### src/rtl/jtkicker_romslot_pkg.sv
// Shared types and default widths for the ROM fetch slot that bridges
// 32-bit tile-engine reads onto two-beat 16-bit SDRAM bursts.
package jtkicker_romslot_pkg;

  localparam int AW_DEF       = 13;
  localparam int SDRAM_AW_DEF = 22;

  typedef enum logic [1:0] {
    ST_IDLE  = 2'd0,
    ST_REQ   = 2'd1,
    ST_BEAT0 = 2'd2,
    ST_BEAT1 = 2'd3
  } state_t;

endpackage

### src/rtl/jtkicker_romslot_if.sv
// Bundles the consumer-side ROM port and the SDRAM burst port of one slot.
// The slot is the slave; the video consumer plus SDRAM controller form the master.
interface jtkicker_romslot_if
  import jtkicker_romslot_pkg::*;
#(
  parameter int AW       = AW_DEF,
  parameter int SDRAM_AW = SDRAM_AW_DEF
);

  logic                rom_cs;
  logic [AW-1:0]       rom_addr;
  logic [31:0]         rom_data;
  logic                rom_ok;
  logic                sdram_req;
  logic [SDRAM_AW-1:0] sdram_addr;
  logic                sdram_ack;
  logic                sdram_dst;
  logic [15:0]         sdram_data;

  modport master (
    output rom_cs, rom_addr, sdram_ack, sdram_dst, sdram_data,
    input  rom_data, rom_ok, sdram_req, sdram_addr
  );

  modport slave (
    input  rom_cs, rom_addr, sdram_ack, sdram_dst, sdram_data,
    output rom_data, rom_ok, sdram_req, sdram_addr
  );

endinterface

### src/rtl/jtkicker_romslot.sv
// One-entry tagged ROM buffer: a miss issues a two-beat SDRAM burst and the
// assembled 32-bit word is served until the requested address moves away.
module jtkicker_romslot
  import jtkicker_romslot_pkg::*;
#(
  parameter int                  AW       = AW_DEF,
  parameter int                  SDRAM_AW = SDRAM_AW_DEF,
  parameter logic [SDRAM_AW-1:0] OFFSET   = '0
) (
  input  logic               clk,
  input  logic               rst_n,
  jtkicker_romslot_if.slave  io_bus
);

  state_t              r_state;
  logic [AW-1:0]       r_pend;
  logic [AW-1:0]       r_tag;
  logic                r_valid;
  logic [15:0]         r_buf;
  logic [31:0]         r_data;
  logic                r_req;
  logic [SDRAM_AW-1:0] r_addr;

  logic [AW-1:0]       w_addr;
  logic                w_hit;
  logic [SDRAM_AW-1:0] w_map;

  assign w_addr = io_bus.rom_addr;
  assign w_hit  = r_valid && (r_tag == w_addr);
  // Each 32-bit word spans two SDRAM words; the sum wraps silently at the top.
  assign w_map  = OFFSET + SDRAM_AW'({w_addr, 1'b0});

  assign io_bus.rom_ok     = w_hit && io_bus.rom_cs;
  assign io_bus.rom_data   = r_data;
  assign io_bus.sdram_req  = r_req;
  assign io_bus.sdram_addr = r_addr;

  // NOTE: state registers use non-blocking assignments so every branch reads
  // the pre-edge values; blocking here would create ordering-dependent races.
  always_ff @(posedge clk or negedge rst_n) begin
    if (!rst_n) begin
      r_state <= ST_IDLE;
      r_pend  <= '0;
      r_tag   <= '0;
      r_valid <= 1'b0;
      r_buf   <= '0;
      r_data  <= '0;
      r_req   <= 1'b0;
      r_addr  <= '0;
    end else begin
      case (r_state)
        ST_IDLE: begin
          if (io_bus.rom_cs && !w_hit) begin
            r_pend  <= w_addr;
            r_addr  <= w_map;
            r_req   <= 1'b1;
            r_state <= ST_REQ;
          end
        end
        ST_REQ: begin
          if (io_bus.sdram_ack) begin
            r_req <= 1'b0;
            // The controller may deliver beat 0 in the very cycle it acknowledges.
            if (io_bus.sdram_dst) begin
              r_buf   <= io_bus.sdram_data;
              r_state <= ST_BEAT1;
            end else begin
              r_state <= ST_BEAT0;
            end
          end
        end
        ST_BEAT0: begin
          if (io_bus.sdram_dst) begin
            r_buf   <= io_bus.sdram_data;
            r_state <= ST_BEAT1;
          end
        end
        ST_BEAT1: begin
          if (io_bus.sdram_dst) begin
            r_data  <= {io_bus.sdram_data, r_buf};
            r_tag   <= r_pend;
            r_valid <= 1'b1;
            r_state <= ST_IDLE;
          end
        end
        default: r_state <= ST_IDLE;
      endcase
    end
  end

endmodule
### src/flat_wrapper.sv
// flat-port wrapper written by rule: the top's interface ports become plain ports
module jtkicker_romslot_flat import jtkicker_romslot_pkg::*;
#(
  parameter int                  AW       = AW_DEF,
  parameter int                  SDRAM_AW = SDRAM_AW_DEF,
  parameter logic [SDRAM_AW-1:0] OFFSET   = '0
)
  (clk, rst_n, io_bus_rom_cs, io_bus_rom_addr, io_bus_sdram_ack, io_bus_sdram_dst, io_bus_sdram_data, io_bus_rom_data, io_bus_rom_ok, io_bus_sdram_req, io_bus_sdram_addr);
  jtkicker_romslot_if #(.AW(AW), .SDRAM_AW(SDRAM_AW)) io_bus_i ();
  input  logic clk;
  input  logic rst_n;
  input wire logic [$bits(io_bus_i.rom_cs)-1:0] io_bus_rom_cs;
  input wire logic [$bits(io_bus_i.rom_addr)-1:0] io_bus_rom_addr;
  input wire logic [$bits(io_bus_i.sdram_ack)-1:0] io_bus_sdram_ack;
  input wire logic [$bits(io_bus_i.sdram_dst)-1:0] io_bus_sdram_dst;
  input wire logic [$bits(io_bus_i.sdram_data)-1:0] io_bus_sdram_data;
  output wire logic [$bits(io_bus_i.rom_data)-1:0] io_bus_rom_data;
  output wire logic [$bits(io_bus_i.rom_ok)-1:0] io_bus_rom_ok;
  output wire logic [$bits(io_bus_i.sdram_req)-1:0] io_bus_sdram_req;
  output wire logic [$bits(io_bus_i.sdram_addr)-1:0] io_bus_sdram_addr;
  assign io_bus_i.rom_cs = io_bus_rom_cs;
  assign io_bus_i.rom_addr = io_bus_rom_addr;
  assign io_bus_i.sdram_ack = io_bus_sdram_ack;
  assign io_bus_i.sdram_dst = io_bus_sdram_dst;
  assign io_bus_i.sdram_data = io_bus_sdram_data;
  assign io_bus_rom_data = io_bus_i.rom_data;
  assign io_bus_rom_ok = io_bus_i.rom_ok;
  assign io_bus_sdram_req = io_bus_i.sdram_req;
  assign io_bus_sdram_addr = io_bus_i.sdram_addr;
  jtkicker_romslot #(.AW(AW), .SDRAM_AW(SDRAM_AW), .OFFSET(OFFSET)) u_core (.clk(clk), .rst_n(rst_n), .io_bus(io_bus_i));
endmodule
### config.mk
export PLATFORM = sky130hd
export DESIGN_NAME = jtkicker_romslot_flat
export DESIGN_NICKNAME = d
export VERILOG_FILES = /design/src/rtl/jtkicker_romslot_pkg.sv /design/src/rtl/jtkicker_romslot_if.sv /design/src/rtl/jtkicker_romslot.sv /design/src/flat_wrapper.sv
export SDC_FILE = /design/constraint.sdc
export NUM_CORES = 1
export LEC_CHECK = 0
export ABC_AREA = 1
export BUFFER_PORTS_ARGS = -buffer_cell sky130_fd_sc_hd__buf_4
export CAP_MARGIN = 0
export CORE_MARGIN = 1.5
export CORE_UTILIZATION = 59
export CTS_BUF_LIST = sky130_fd_sc_hd__clkbuf_4
export CTS_CLUSTER_SIZE = 14
export DETAILED_ROUTE_END_ITERATION = 16
export PLACE_DENSITY_LB_ADDON = 0.1
export SYNTH_ARGS = -nofsm -noshare
export SYNTH_HDL_FRONTEND = slang
export SYNTH_SLANG_ARGS = --single-unit
### constraint.sdc
create_clock -name clk -period 4.18 [get_ports clk]
set_input_delay 0.836 -clock clk [delete_from_list [all_inputs] [get_ports clk]]
set_output_delay 0.836 -clock clk [all_outputs]
set_load 0.05 [all_outputs]
After elaboration in Yosys (flattened, before gate mapping)
Index checks and enable logic that the tools add are counted.
{"block": "word_totals", "reg_bits": 78, "input_bits": 34, "out_inout_bits": 56, "elab_cells": 39}
{"block": "op_classes", "eq_ne": 8, "muxes": 12, "n_reduce_logical": 12}
{"op": "$mux 16", "count": 2}
{"op": "$pmux 16 s2", "count": 1}
{"op": "$eq 13x13->1", "count": 1}
{"op": "$mux 2", "count": 4}
{"op": "$pmux 2 s4", "count": 1}
{"op": "$ne 2x2->1 const B", "count": 3}
{"op": "$reduce_and 2->1", "count": 3}
{"op": "$eq 2x2->1 const B", "count": 2}
{"op": "$reduce_and 4->1", "count": 1}
{"op": "$reduce_bool 2->1", "count": 2}
{"op": "$logic_and 1x1->1", "count": 3}
{"op": "$mux 1", "count": 3}
{"op": "$reduce_and 3->1", "count": 1}
{"op": "$eq 2x1->1 const B", "count": 1}
{"op": "$logic_not 2->1", "count": 1}
{"op": "$ne 2x1->1 const B", "count": 1}
{"op": "$pmux 1 s2", "count": 1}
{"op": "$logic_not 1->1", "count": 1}

Logic depth before layout (Yosys ltp)
{"block": "logic_depth", "ltp_word": 6, "mapped_depth": 12, "ltp_nobuf": 12}

Least setup slack after synthesis
OpenSTA, ideal clock, no wires.
{"block": "synth_timing", "kind": "input to output", "startpoint": "input io_bus_rom_addr[3]", "endpoint": "output io_bus_rom_ok", "arrival_time_ns": 1.930, "required_ns": 3.344, "setup_slack_ns": 1.414, "path_stages": 8, "n_path_buf": 0, "path_cell_list": "inv_1 > nand2_1 > nand2_1 > nor2_1 > nand2_1 > nor2_1 > nand2_2 > nor2_1"}
{"block": "synth_via", "elab_chain_len": 3}
{"element": "start: declaration", "line": "flat_wrapper.sv:13", "text": "input wire logic [$bits(io_bus_i.rom_addr)-1:0] io_bus_rom_addr;"}
{"element": "$eq 13x13->1", "line": "jtkicker_romslot.sv:29", "text": "assign w_hit = r_valid && (r_tag == w_addr);"}
{"element": "$logic_and 1x1->1", "line": "jtkicker_romslot.sv:29"}
{"element": "$logic_and 1x1->1", "line": "jtkicker_romslot.sv:33", "text": "assign io_bus.rom_ok = w_hit && io_bus.rom_cs;"}
{"element": "end: declaration", "line": "flat_wrapper.sv:18", "text": "output wire logic [$bits(io_bus_i.rom_ok)-1:0] io_bus_rom_ok;"}
No other way between the ends.

Final worst setup path
Ends and elaborated chain as after synthesis.

==> impl_results.md <==
* Status: completed
* WL final at 6512 um
* Placement row count at 27
* Via density at 4.901
* Worst slew pin tran at 0.9397 ns
* Clk_lat worst skew at 0.39 ns
* Worst Hold Launch: u_core.r_valid
* CTS tree: yes
* Post-CTS setup buffer count at 0
* Post-synth top area share at 56.32%
* Worst EP required at 3.34 ns
* Post-synthesis cell count at 371
* R2r endpoint: u_core.r_tag[12]
* Hold Vio Cnt, Final at 0
* Mean Syn Cell Area at 9.342 um2
* Clock transition at the registers of the reported paths at 0.10 ns
* Largest family of logic cells by synthesized area: simple AND/OR/NAND/NOR gates
* Non-filler cells, final at 527
* Crit Path Category: in -> out
* VDD IR max at 536.6 uV
* I/O pin cnt at 90
* Post-synth top cells: 100 x nand2_1, 78 x dfrtp_1, 61 x inv_1, 45 x o21ai_0, 16 x mux2_2
* Worst R2R Setup Slack at 2.11 ns
* Compound-Gate Fraction of Synth Area at 10.43%
* Root buffer cell: clkbuf_4
* Synth area leader: dfrtp_1
* ANT cells at 0
* Cell-by-cell trace of the critical path: buf_4 -> nand2_1 -> nand2_1 -> nor2_1 -> nand2_1 -> nor2_1 -> nand2_2 -> nor2_1 -> buf_4
* Post-synthesis adder-cell area fraction at 1.444%
* CP arrival at 1.82 ns
* Most Crowded Layer GR: met2
* HPWL after detailed placement at 4548 um
* Area after DPL at 0.004056 mm2
* Total die area at 0.006343 mm2
* Xor/xnor share of the synthesized area at 0%
* Number of global-route vias before repair at 2502
* Starting DRT DRC Count at 176
* Depth of the CTS H-tree at 3
* Layout cells sized above 1 at 30.11%
* Seq/Total Area, Yosys at 56.32%
* Max Fanout on Critical Path at 3
* Area Overhead vs Synth at 20.87%
* Worst setup EP type: output port
* Worst-case reg-to-reg path depth at 5
* M2 GR Usage at 38.73%
* #FFs+latches synth at 78
* Largest cells by area after synthesis: dfrtp_1 56%, nand2_1 11%, inv_1 6.6%
* Slowest library cell on the worst path: buf_4
* Mux contribution to synthesized area at 5.199%
* Die Span Y at 79.65 um
* Antenna violations before repair at 0
* Largest net degree at the start of global routing at 79
* Die W at 79.65 um
* PortBufs at 80
* Initial Util at 62.18%
* Layout Skew at 0.01527 ns
* Vias at 2583
* Power Density at 849.7 mW/mm2
* Clock tree buffer depth at 2
* Netlist cell types at 23
* Worst min-delay path class: reg -> reg
* Post-cts sizing count at 0
* Hold EP: u_core.r_valid
* Worst slew margin at 37.35%
* Asr flop ratio synth at 100.0%
* Simple-gate share of the synthesized area at 15.63%
* DRC at 0
* Tcrit/Tclk final at 63.51%
* GRT overflow at 0
* Final layout net count at 488
* GRT Util Overall at 22.93%
* Leak Pwr at 0.002294 uW
* Ys Warns at 0
* CTS Sinks at 78
* RePlAce Congestion at 0.7984
* CTS buffer count at 9
* Hold_buf cts at 0
* Number of max-cap violations at 0
* GR Util met3 at 5.600%
* Post-synthesis cell area at 0.003466 mm2
* Reg2reg start: u_core.r_state[0]
* DR WL/cell at 12.36 um
* CP max stage delay at 0.20 ns
* Main synth FF type: dfrtp_1
* Final worst path period need at 2.655 ns
* Most frequent cell after synthesis: nand2_1
* Hold Path Depth at 2
* Startpoint Class: primary input
* Cells after DPL at 511
* Number of synthesized flops with an enable pin at 0
* First-pass GRT wire length at 11050 um
* Final Slew Violations at 0
* Setup violators final at 0
* Achievable Freq at 376.7 MHz
* Core area at 0.005574 mm2
* Drt first pass iters at 4
* Global routing met1 resource utilization at 28.33%
* Post-DRT Antenna Nets at 0
* Setup TNS at 0 ns
* RSZ-0062 raised after global routing: false
* Final instance area at 0.004189 mm2
## cells by family (layout without fill, tap and decap cells)
| kind of cell | count (synthesis) | after routing |
|---|---|---|
| simple gates | 128 | 128 |
| buf+inv | 83 | 159 |
| flops | 78 | 78 |
| compound gates | 61 | 61 |
| mux | 16 | 16 |
| fa+ha+maj | 4 | 4 |
| other cells | 1 | 9 |
## final cells by class
class | count | area (um2)
flip-flops and latches | 78 | 1952
fillers | 422 | 1385
multi-input cells | 218 | 1170
repair buffers | 82 | 615.6
inverters | 61 | 229.0
well taps | 72 | 90.09
clock buffers | 9 | 67.56
clock inverters | 7 | 65.06
## metal layers
layer  up-vias  routed length [um]
li1       1290                   -
met1      1218                2771
met2        67                3239
met4         0                  82
met5         -                   0
met3         8                 419
## worst max path at each step
stage,endpoint,slack (ns),start,depth (start not counted)
after floorplan,io_bus_rom_ok,1.41,io_bus_rom_addr[3],8
after global placement,io_bus_rom_ok,1.57,io_bus_rom_addr[3],9
after detailed placement,io_bus_rom_ok,1.53,io_bus_rom_addr[9],10
after CTS,io_bus_rom_ok,1.53,io_bus_rom_addr[9],10
after global routing,io_bus_rom_ok,1.42,io_bus_rom_addr[6],10
final,io_bus_rom_ok,1.53,io_bus_rom_addr[3],9
## metrics by stage
step	utilization (%)	worst slack [ns]	hold slack, ns	total power, uW
6_report	75.15	1.525	0.4749	3560
5_1_grt	75.15	1.418	0.5015	3798
4_1_cts	75.15	1.526	0.4802	3590
3_5_place_dp	72.77	1.533	0.4533	3161
3_3_place_gp	72.77	1.569	0.4507	3101
2_1_floorplan	-	1.414	0.4349	2637
## where the power goes
part | internal, uW | switching, uW
clock | 179 | 251
sequential | 1090 | 194
combinational | 581 | 1260
## flip-flops by register name, summed over array words and instances (netlist names)
register / count
u_core.r_buf: 16
u_core.io_bus.sdram_req: 1
u_core.r_tag: 13
u_core.r_pend: 13
u_core.io_bus.rom_data: 32
u_core.r_state: 2
u_core.r_valid: 1
## worst max-delay path: cells and delay by family
family / cells / cell delay, ns
and+or+nand+nor: 7 / 0.66
buffers and inverters: 2 / 0.32
## layout by cell type (no fill, tap or decap), types with 2 or more instances in the layout
master,synthesis,layout
inv_1,61,61
o21ai_0,45,45
nor2_1,9,9
o211ai_1,2,2
ha_1,4,4
clkinv_2,0,3
nand2_2,8,9
clkbuf_4,0,9
o21ai_2,13,13
nand3_1,4,4
dfrtp_1,78,78
buf_4,9,82
conb_1,1,9
nand2_1,100,99
mux2_2,16,16
nand4_1,3,3
Note: power is estimated with default switching activity, not from simulation.
